==> config.mk <==
export PLATFORM = sky130hd
export DESIGN_NAME = fpu_result_select
export DESIGN_NICKNAME = d
export VERILOG_FILES = /design/src/rtl/fpu_result_select.sv
export SDC_FILE = /design/constraint.sdc
export NUM_CORES = 1
export LEC_CHECK = 0
export ABC_AREA = 1
export CELL_PAD_IN_SITES_DETAIL_PLACEMENT = 1
export CELL_PAD_IN_SITES_GLOBAL_PLACEMENT = 1
export CORE_MARGIN = 2
export CORE_UTILIZATION = 30
export DETAILED_ROUTE_END_ITERATION = 10
export HOLD_SLACK_MARGIN = 0.03
export PLACE_DENSITY = 0.91
export SETUP_SLACK_MARGIN = 0.2
export SYNTH_ARGS = -nofsm -noshare
export SYNTH_HDL_FRONTEND = slang
export SYNTH_SLANG_ARGS = --single-unit
==> constraint.sdc <==
create_clock -name clk -period 3.22 [get_ports clk]
set_input_delay 0.322 -clock clk [delete_from_list [all_inputs] [get_ports clk]]
set_output_delay 0.322 -clock clk [all_outputs]
set_load 0.01 [all_outputs]
==> src/rtl/fpu_result_select.sv <==
// FPU result selector: picks a unit result, compare flags or an error entry per opcode and queues it in a 2-entry in-order buffer.
// Optional macro FPU_RESULT_SELECT_CMP_EN enables the compare opcode (in_opc == NUM_UNITS) and the out_aeb/agb/alb flags.
module fpu_result_select #(
  parameter int WIDTH     = 32,
  parameter int NUM_UNITS = 4,
  parameter int OPC_W     = 3
) (
  input  logic                       clk,
  input  logic                       rst,
  input  logic                       in_valid,
  output logic                       in_ready,
  input  logic [OPC_W-1:0]           in_opc,
  input  logic [NUM_UNITS*WIDTH-1:0] unit_res,
  input  logic                       cmp_eq,
  input  logic                       cmp_gt,
  input  logic                       cmp_lt,
  output logic                       out_valid,
  input  logic                       out_ready,
  output logic [WIDTH-1:0]           out_data,
  output logic                       out_aeb,
  output logic                       out_agb,
  output logic                       out_alb,
  output logic                       out_err,
  output logic [7:0]                 err_cnt
);

  function automatic logic [7:0] sat_inc8(input logic [7:0] v);
    return (v == 8'hFF) ? v : v + 8'd1;
  endfunction

  logic             accept, pop;
  logic [1:0]       count;
  logic             wr_ptr, rd_ptr;

  // Stage p0: decode the incoming opcode into a buffer entry
  logic [WIDTH-1:0] data_p0;
  logic [2:0]       flags_p0;
  logic             err_p0;

`ifdef FPU_RESULT_SELECT_CMP_EN
  localparam logic [OPC_W-1:0] CMP_OPC = OPC_W'(NUM_UNITS);
`else
  logic cmp_unused;
  assign cmp_unused = cmp_eq ^ cmp_gt ^ cmp_lt;
`endif

  always_comb begin
    data_p0  = '0;
    flags_p0 = 3'b000;
    err_p0   = 1'b1;
    for (int k = 0; k < NUM_UNITS; k++) begin
      if (in_opc == OPC_W'(k)) begin
        data_p0 = unit_res[k*WIDTH +: WIDTH];
        err_p0  = 1'b0;
      end
    end
`ifdef FPU_RESULT_SELECT_CMP_EN
    if (in_opc == CMP_OPC) begin
      flags_p0 = {cmp_eq, cmp_gt, cmp_lt};
      err_p0   = 1'b0;
    end
`endif
  end

  assign in_ready  = (count != 2'd2);
  assign out_valid = (count != 2'd0);
  assign accept    = in_valid && in_ready;
  assign pop       = out_valid && out_ready;

  // Stage p1: buffer storage, written on accept; contents are don't-care until counted
  logic [WIDTH-1:0] data_p1  [2];
  logic [2:0]       flags_p1 [2];
  logic             err_p1   [2];

  always_ff @(posedge clk) begin
    if (accept) begin
      data_p1[wr_ptr]  <= data_p0;
      flags_p1[wr_ptr] <= flags_p0;
      err_p1[wr_ptr]   <= err_p0;
    end
  end

  always_ff @(posedge clk) begin
    if (rst) begin
      count   <= 2'd0;
      wr_ptr  <= 1'b0;
      rd_ptr  <= 1'b0;
      err_cnt <= 8'd0;
    end else begin
      if (accept) wr_ptr <= wr_ptr + 1'b1;
      if (pop)    rd_ptr <= rd_ptr + 1'b1;
      case ({accept, pop})
        2'b10:   count <= count + 2'd1;
        2'b01:   count <= count - 2'd1;
        default: count <= count;
      endcase
      if (accept && err_p0) err_cnt <= sat_inc8(err_cnt);
    end
  end

  // Head entry drives the outputs; everything reads zero while the buffer is empty
  assign out_data = out_valid ? data_p1[rd_ptr] : '0;
  assign out_aeb  = out_valid & flags_p1[rd_ptr][2];
  assign out_agb  = out_valid & flags_p1[rd_ptr][1];
  assign out_alb  = out_valid & flags_p1[rd_ptr][0];
  assign out_err  = out_valid & err_p1[rd_ptr];

endmodule

======== Word level (Yosys, flattened, before mapping) ========
Memory sizes are Yosys's and may differ from the RTL's. A register that Yosys moved wholly into a read port is not among the register bits.
Cells that the tools add are included.
storage, ports and cells
  register bits ........................... 12
  memories ................................ 2
  bits in writable memories ............... 66
  word-level logic and storage cells ...... 46
  bits in latches ......................... 0
  ROM bits ................................ 0
  bits of input ports ..................... 138
cells by class
  add/subtract/negate cells ............... 5
  multipliers ............................. 0
  shifts and indexed selects .............. 0
  reductions and logical operators ........ 7
  divide/modulo/power cells ............... 0
  order comparisons ....................... 0
  bitwise gates (word level) .............. 5
  eq/ne operators ......................... 7
  mux-type cells .......................... 16
memories
  memory   words  bits a word  rd ports  clocked after Yosys merged registers in  wr ports  line  text
  data_p1  2      32           1         1                                        1         71    logic [WIDTH-1:0] data_p1 [2];
  err_p1   2      1            1         1                                        1         73    logic err_p1 [2];
operators by type and width
  cell                                              number
  two-way mux 32 bit                                5
  two-way mux 1 bit                                 10
  adder 8 x 1 -> 8 bit, second input constant       1
  == test 8 bit, second input constant              1
  == test 3 x 2 -> 1 bit, second input constant     2
  one-hot mux 2 bit (2 select lines)                1
  nonzero test 2 bit                                2
  AND 1 bit, second input constant                  3
  == test 3 x 1 -> 1 bit, second input constant     1
  logical AND 1 bit                                 3
  zero test 3 bit                                   1
  adder 1 bit, second input constant                2
  adder 2 x 1 -> 2 bit, second input constant       1
  == test 2 x 1 -> 1 bit, second input constant     1
  == test 2 bit, second input constant              1
  != test 2 bit, second input constant              1
  AND reduction 2 bit                               1
  subtractor 2 x 1 -> 2 bit, second input constant  1
  AND 1 bit                                         1
  inverter 1 bit                                    1

======== Longest topological paths before layout ========
Gate-level depths: netlist (run 1).
  word-level depth ........................ 7
  depth in mapped cells ................... 9

======== Least setup slack after synthesis (run 1) ========
OpenSTA, ideal clock, no wires.
  path type ............................... reg-to-reg
  start ................................... register count[0]
  end ..................................... memory data_p1[1][0] (enable)
  data arrival time ....................... 2.034 ns
  setup slack ............................. 0.762 ns
  path buffers ............................ 0
  setup time .............................. 0.425 ns
  data required time ...................... 2.795 ns
  cell stages (with the launch flop) ...... 5
  clock period less this slack ............ 2.458 ns
  cell sequence ........................... dfxtp_1 inv_2 nand2_4 nand2_1 nor2_1
between the ends
  cells in the longest elaborated chain, start to end .. 4
ends and longest elaborated chain
  what                                     line  text
  start: declaration                       32    logic [1:0] count;
  start signal: assignment                 93    2'b10: count <= count + 2'd1;
  start signal: assignment                 94    2'b01: count <= count - 2'd1;
  start signal: assignment                 95    default: count <= count;
  != test 2 bit                            65    assign in_ready = (count != 2'd2);
  named net in_ready                       11    output logic in_ready,
  logical AND 1 bit                        67    assign accept = in_valid && in_ready;
  two-way mux 1 bit                        76    if (accept) begin
  two-way mux 1 bit (implied by the code)  77    data_p1[wr_ptr] <= data_p0;
  end: declaration                         71
The timed path passes the listed nets, and every way through them passes these cells.

==> metrics.yaml, run 1 <==
slew_headroom: 0.4005
routedWlPerCell_um: 18.25
final_max_slew_viol_count: 0
grt_pass1_vias: 4519
hold_violations: 0
status: "complete, no violations"
ant_nets: 0
grt_use_total: 0.2088
synth_compound_area_frac: 0.06269
leakagePower_uw: 0.002226
rows: 42
ctsHoldBuffers: 0
path_cells: "inv_1 > buf_4 > nand2_1 > a21oi_1 > clkdlybuf4s50_1"
synth.cell_area_um2: 4051
post_cts_buffers: 0
cts_buffer_depth: 2
clock_sinks: 79
arrival_ns: 2.31
final_core_util: 0.4763
worst_path_max_delay_cell: "clkdlybuf4s50_1"
whs_endpoint: "rd_ptr$_SDFFE_PP0P_"
hpwl_um: 10750
chipHeight_um: 120.2
synth.avg_cell_area_um2: 8.750
setup_violations: 0
max_stage_delay_ns: 0.57
cts.htree.levels: 3
start_util: 0.3072
vias: 4163
worstSetupPathType: "flop to primary output"
setup_tns_ns: 0
yosysUniqueCellTypes: 24
critical_path.max_fanout: 18
fin_crit_ns: 2.636
grt_pass1_wl_um: 23290
synth_seq_cells: 79
clk_pin_slew_worst_paths_ns: 0.05
drt_iter0_markers: 140
r2r_cells: 9
cp_data_required_time_ns: 2.90
grt_max_degree: 41
die_w_um: 120.2
tritoncts: "yes"
synth_mux_area_frac: 0
synthToLayoutAreaGrowth_pct: 55.06
cts-resized-gates: 0
cts_buffers: 9
antenna_found_initial: 0
synthAdderAreaFrac: 0.006177
hold_path_depth: 1
antenna-diode-count: 0
p_per_area_nw_per_um2: 534.6
ir_worst_vdd_v: 0.0002779
rr_endpoint: "count[1]$_SDFFE_PP0P_"
wirelength_um: 14760
regToRegStartpoint: "count[1]$_SDFFE_PP0P_"
die-area_um2: 14450
period_share: 0.8187
min_path_type: "flop to flop"
ys_seq_area_frac: 0.5534
reg2reg_slack_ns: 1.13
fin_nets: 769
syn_inst: 463
drv_cap: 0
clkLatencyLatePin_ns: 0.33
port_buffers: 177
vias_per_cell: 5.146
min_from: "rd_ptr$_SDFFE_PP0P_"
synth_top_family_by_area: "simple AND/OR/NAND/NOR gates"
synth-xor-area-share: 0.006485
drt-pass1-iter-count: 4
final_layout_size_suffix_gt1_frac: 0.06003
finalWeightedCongestion: 0.8389
start_kind: "flop"
drc: 0
clockRootBuffer: "clkbuf_16"
fmax_mhz: 379.4
io_pins: 184
yosysWarningCount: 0
rsz0062_at_grt: "no"
skew_ns: 0.008607
core_um2: 13190
gr-total-overflow: 0
worst_pin_slew_ns: 0.8972
end_kind: "primary output"
yosys.area_share.simple: 0.3156
==> critical path: cells and delay by family, from the launching register on <==
kind	cells	cell delay [ns]
flops	1	0.32
buf+inv	3	1.39
compound gates	1	0.18
simple gates	1	0.10
==> registers in the layout, indices dropped and copies added (netlist names), named ones only <==
| register | cells |
|---|---|
| err_p1 | 2 |
| err_cnt | 8 |
| wr_ptr | 1 |
| rd_ptr | 1 |
| data_p1 | 64 |
| count | 2 |
==> metal layers <==
layer | up-vias | GRT usage | share of wire
met5 | - | 0 | 0
met1 | 2035 | 0.2294 | 0.37
met2 | 167 | 0.3952 | 0.54
li1 | 1940 | - | -
met3 | 21 | 0.04811 | 0.067
met4 | 0 | 0.06686 | 0.023
==> logic make-up after synthesis <==
kind of cell    count (synthesis)
flops                          79
fa+ha+maj                       2
simple gates                  280
other cells                     1
xor+xnor                        3
buf+inv                        48
compound gates                 50
==> where the power goes <==
part,total [uW],internal (uW),leakage (uW),switching [uW]
Clock,972,589,0.000133,383
Combinational,1080,509,0.00135,574
Sequential,1300,1260,0.000739,49.0
Total,3360,2350,0.00223,1010
==> layout make-up <==
cell class                      count  area, um2
Clock buffer                       10      229.0
Clock inverter                      5      50.05
Fill cell                        1511       6908
Inverter                           15      56.30
Multi-Input combinational cell    338       1620
Sequential cell                    79       2242
Tap cell                          176      220.2
Timing Repair Buffer              186       1864
==> synth_stat cells <==
| library cell | instances | area [um2] |
|---|---|---|
| ha_1 | 2 | 25.02 |
| nor2_2 | 3 | 18.77 |
| inv_1 | 12 | 45.04 |
| nor2_1 | 13 | 48.80 |
| nand3_2 | 1 | 10.01 |
| buf_2 | 24 | 120.1 |
| dfxtp_1 | 13 | 260.3 |
| buf_4 | 3 | 22.52 |
| conb_1 | 1 | 3.750 |
| nand3_1 | 70 | 350.3 |
| nand2_2 | 2 | 12.51 |
| xor2_1 | 3 | 26.28 |
| o21ai_0 | 5 | 25.02 |
| inv_2 | 3 | 11.26 |
| a21oi_2 | 1 | 8.760 |
| a21oi_1 | 43 | 215.2 |
| clkbuf_1 | 6 | 22.52 |
| nor2_4 | 3 | 33.78 |
| o21ai_1 | 1 | 5.000 |
| nor3_1 | 1 | 5.000 |
| nand2_4 | 2 | 22.52 |
| nand2_1 | 152 | 570.6 |
| edfxtp_1 | 66 | 1982 |
| nand4_1 | 33 | 206.5 |
==> through the flow <==
stage	hold slack [ns]	cells	instance area [um2]	power, uW	setup WS [ns]
floorplan	0.3911	465	4059	1780	0.7617
global placement	0.4402	794	6003	2370	0.6645
detailed placement	0.4847	794	6003	2417	0.5145
CTS	0.4947	809	6282	3392	0.5328
global route	0.5230	809	6282	3532	0.4271
finish	0.4958	809	6282	3358	0.5839
==> how the worst max path moves through the flow <==
stage / from / to / slack, ns / cells past startpoint
after floorplan: count[0]$_SDFFE_PP0P_ / data_p1[1][0]$_DFFE_PP_ / 0.76 / 4
after global placement: in_opc[0] / data_p1[0][2]$_DFFE_PP_ / 0.66 / 6
after detailed placement: in_opc[0] / data_p1[1][17]$_DFFE_PP_ / 0.51 / 6
after CTS: flop / out_err / 0.53 / 5
after global routing: flop / out_err / 0.43 / 5
final: flop / out_err / 0.58 / 5
==> placed cells by master, fill, tap and decap left out, types with 5 or more instances in the layout <==
| cell type | netlist | layout |
|---|---|---|
| edfxtp_1 | 66 | 66 |
| clkdlybuf4s50_1 | 0 | 177 |
| o21ai_0 | 5 | 5 |
| nand2_1 | 152 | 152 |
| nand3_1 | 70 | 70 |
| nor2_1 | 13 | 11 |
| clkbuf_16 | 0 | 9 |
| nor2_4 | 3 | 7 |
| dfxtp_1 | 13 | 13 |
| nand4_1 | 33 | 33 |
| buf_4 | 3 | 7 |
| a21oi_1 | 43 | 43 |
| inv_1 | 12 | 12 |
No activity file was read; power rests on OpenSTA's default activity.
==> run 2: changes to the inputs <==
Settings changed: CORE_UTILIZATION 30 to 27, PLACE_DENSITY 0.91 to 0.87.
Clock period 3.22 ns to 2.2 ns, I/O delays scaled along.
==> run 2 against run 1 <==
Compared with the run above:
- final cell count up 2.3%
- non-clock buffer count up 10
- critical endpoint is now out_data[23]
- critical path type unchanged
- combinational power rose by 46%
- clock-buffer cell count unchanged
- worst setup slack got worse by 0.36 ns
==> metrics.yaml, run 2 (synthesized netlist as in run 1, its figures left out) <==
power_switching_uw: 1500
io_pins: 184
drt-pass1-iter-count: 4
drv_cap: 0
synthToLayoutAreaGrowth_pct: 58.59
max_stage_delay_ns: 0.57
final_common_cell: "clkdlybuf4s50_1"
grt_use_total: 0.1754
rows: 44
worst_path_max_delay_cell: "clkdlybuf4s50_1"
clock_sinks: 79
cts_buffers: 9
leakagePower_uw: 0.002481
wirelength_um: 14320
largest_register_ffs: 64
chipHeight_um: 126.5
path_cells: "inv_1 > buf_6 > nand2_1 > a21oi_1 > clkdlybuf4s50_1"
start_util: 0.2777
power.internal_uw: 3477
fin_crit_ns: 1.975
skew_ns: 0.008910
mostFrequentLayoutCells: "clkdlybuf4s50_1, nand2_1, nand3_1, edfxtp_1, a21oi_1"
tritoncts: "yes"
grt_max_degree: 41
crit_family: "buffers and inverters"
min_path_type: "flop to flop"
ant_nets: 0
swShare: 0.3013
regMostFlops: "data_p1"
setup_tns_ns: 0
die-area_um2: 16000
grt_pass1_vias: 4400
grt_pass1_wl_um: 22210
pwr-share-comb: 0.318
top_regs: "data_p1: 64 flops, err_cnt: 8 flops"
finalWeightedCongestion: 0.7860
end_kind: "primary output"
clockRootBuffer: "clkbuf_16"
antenna_found_initial: 1
start_kind: "flop"
vias_per_cell: 5.066
drt_iter0_markers: 100
final_max_slew_viol_count: 0
hold_violations: 0
final_layout_size_suffix_gt1_frac: 0.08075
cp_data_required_time_ns: 1.98
cts.htree.levels: 3
p_per_area_nw_per_um2: 774.7
die_w_um: 126.5
clkPwrFrac: 0.298
vias: 4195
ir_worst_vdd_v: 0.0003151
cts_buffer_depth: 2
reg2reg_slack_ns: 0.57
clk_pin_slew_worst_paths_ns: 0.06
port_buffers: 177
total_power_uw: 4977
final_cells: 828
dp_cells: 812
p_seq_frac: 0.384
period_share: 0.8977
whs_ns: 0.4903
drc: 0
cp_num_buf_inv: 3
clkLatencyLatePin_ns: 0.33
routedWlPerCell_um: 17.29
arrival_ns: 1.75
gr-total-overflow: 0
status: "complete, no violations"
antenna-diode-count: 0
ctsHoldBuffers: 0
critical_path.max_fanout: 15
worstSetupPathType: "flop to primary output"
rsz0062_at_grt: "yes"
hpwl_um: 10640
setup_violations: 0
core_um2: 14590
fmax_mhz: 506.4
post_cts_buffers: 0
fin_nets: 779
-- run 2: cell types whose count changed in the layout (fill, tap and decap cells not counted), sizes merged --
| cell | delta |
|---|---|
| clkdlybuf4s50 | -15 |
| buf | +10 |
| dlymetal6s2s | +11 |
| clkinv | -1 |
| inv | +2 |
| dlygate4sd2 | +4 |
-- run 2: final timing paths --
| kind | startpoint | to | cells past startpoint |
|---|---|---|---|
| max | flop | out_data[23] | 5 |
| min | rd_ptr$_SDFFE_PP0P_ | rd_ptr$_SDFFE_PP0P_ | 1 |
| max reg2reg | count[0]$_SDFFE_PP0P_ | count[1]$_SDFFE_PP0P_ | 8 |
| min reg2reg | rd_ptr$_SDFFE_PP0P_ | rd_ptr$_SDFFE_PP0P_ | 1 |
-- run 2: routing by layer --
layer	wire length [um]	GRT usage	vias up
li1	-	-	1957
met2	7408	0.3227	144
met4	282	0.05301	2
met5	13	0	-
met3	982	0.04344	27
met1	5629	0.1994	2065
-- run 2: repair_timing --
item                       in CTS  in global routing
resized for setup               8                 13
setup endpoints to repair      27                 26
hold endpoints to repair        0                  0
-- run 2: power groups by stage --
stage,registers (uW),clock network [uW],logic (uW)
after floorplan,1920,0,688
after global placement,1930,0,1580
after detailed placement,1940,0,1630
after CTS,1910,1510,1630
after global routing,1930,1560,1740
final,1910,1480,1580
-- run 2: layout make-up --
cell class | instances | area, um2
fill | 1682 | 8164
sequential | 79 | 2245
timing repair buffer | 196 | 1977
multi-input combinational | 338 | 1620
tap | 184 | 230.2
clock buffer | 10 | 229.0
clock inverter | 6 | 67.56
inverter | 15 | 56.30
-- run 2: metrics by stage --
step	area (um2)	worst slack (ns)	util
after floorplan	4064	0.2819	-
after global placement	6088	0.3376	0.4173
after detailed placement	6088	0.3002	0.4173
after CTS	6390	0.1690	0.4380
after global routing	6425	0.1034	0.4404
final	6425	0.2251	0.4404
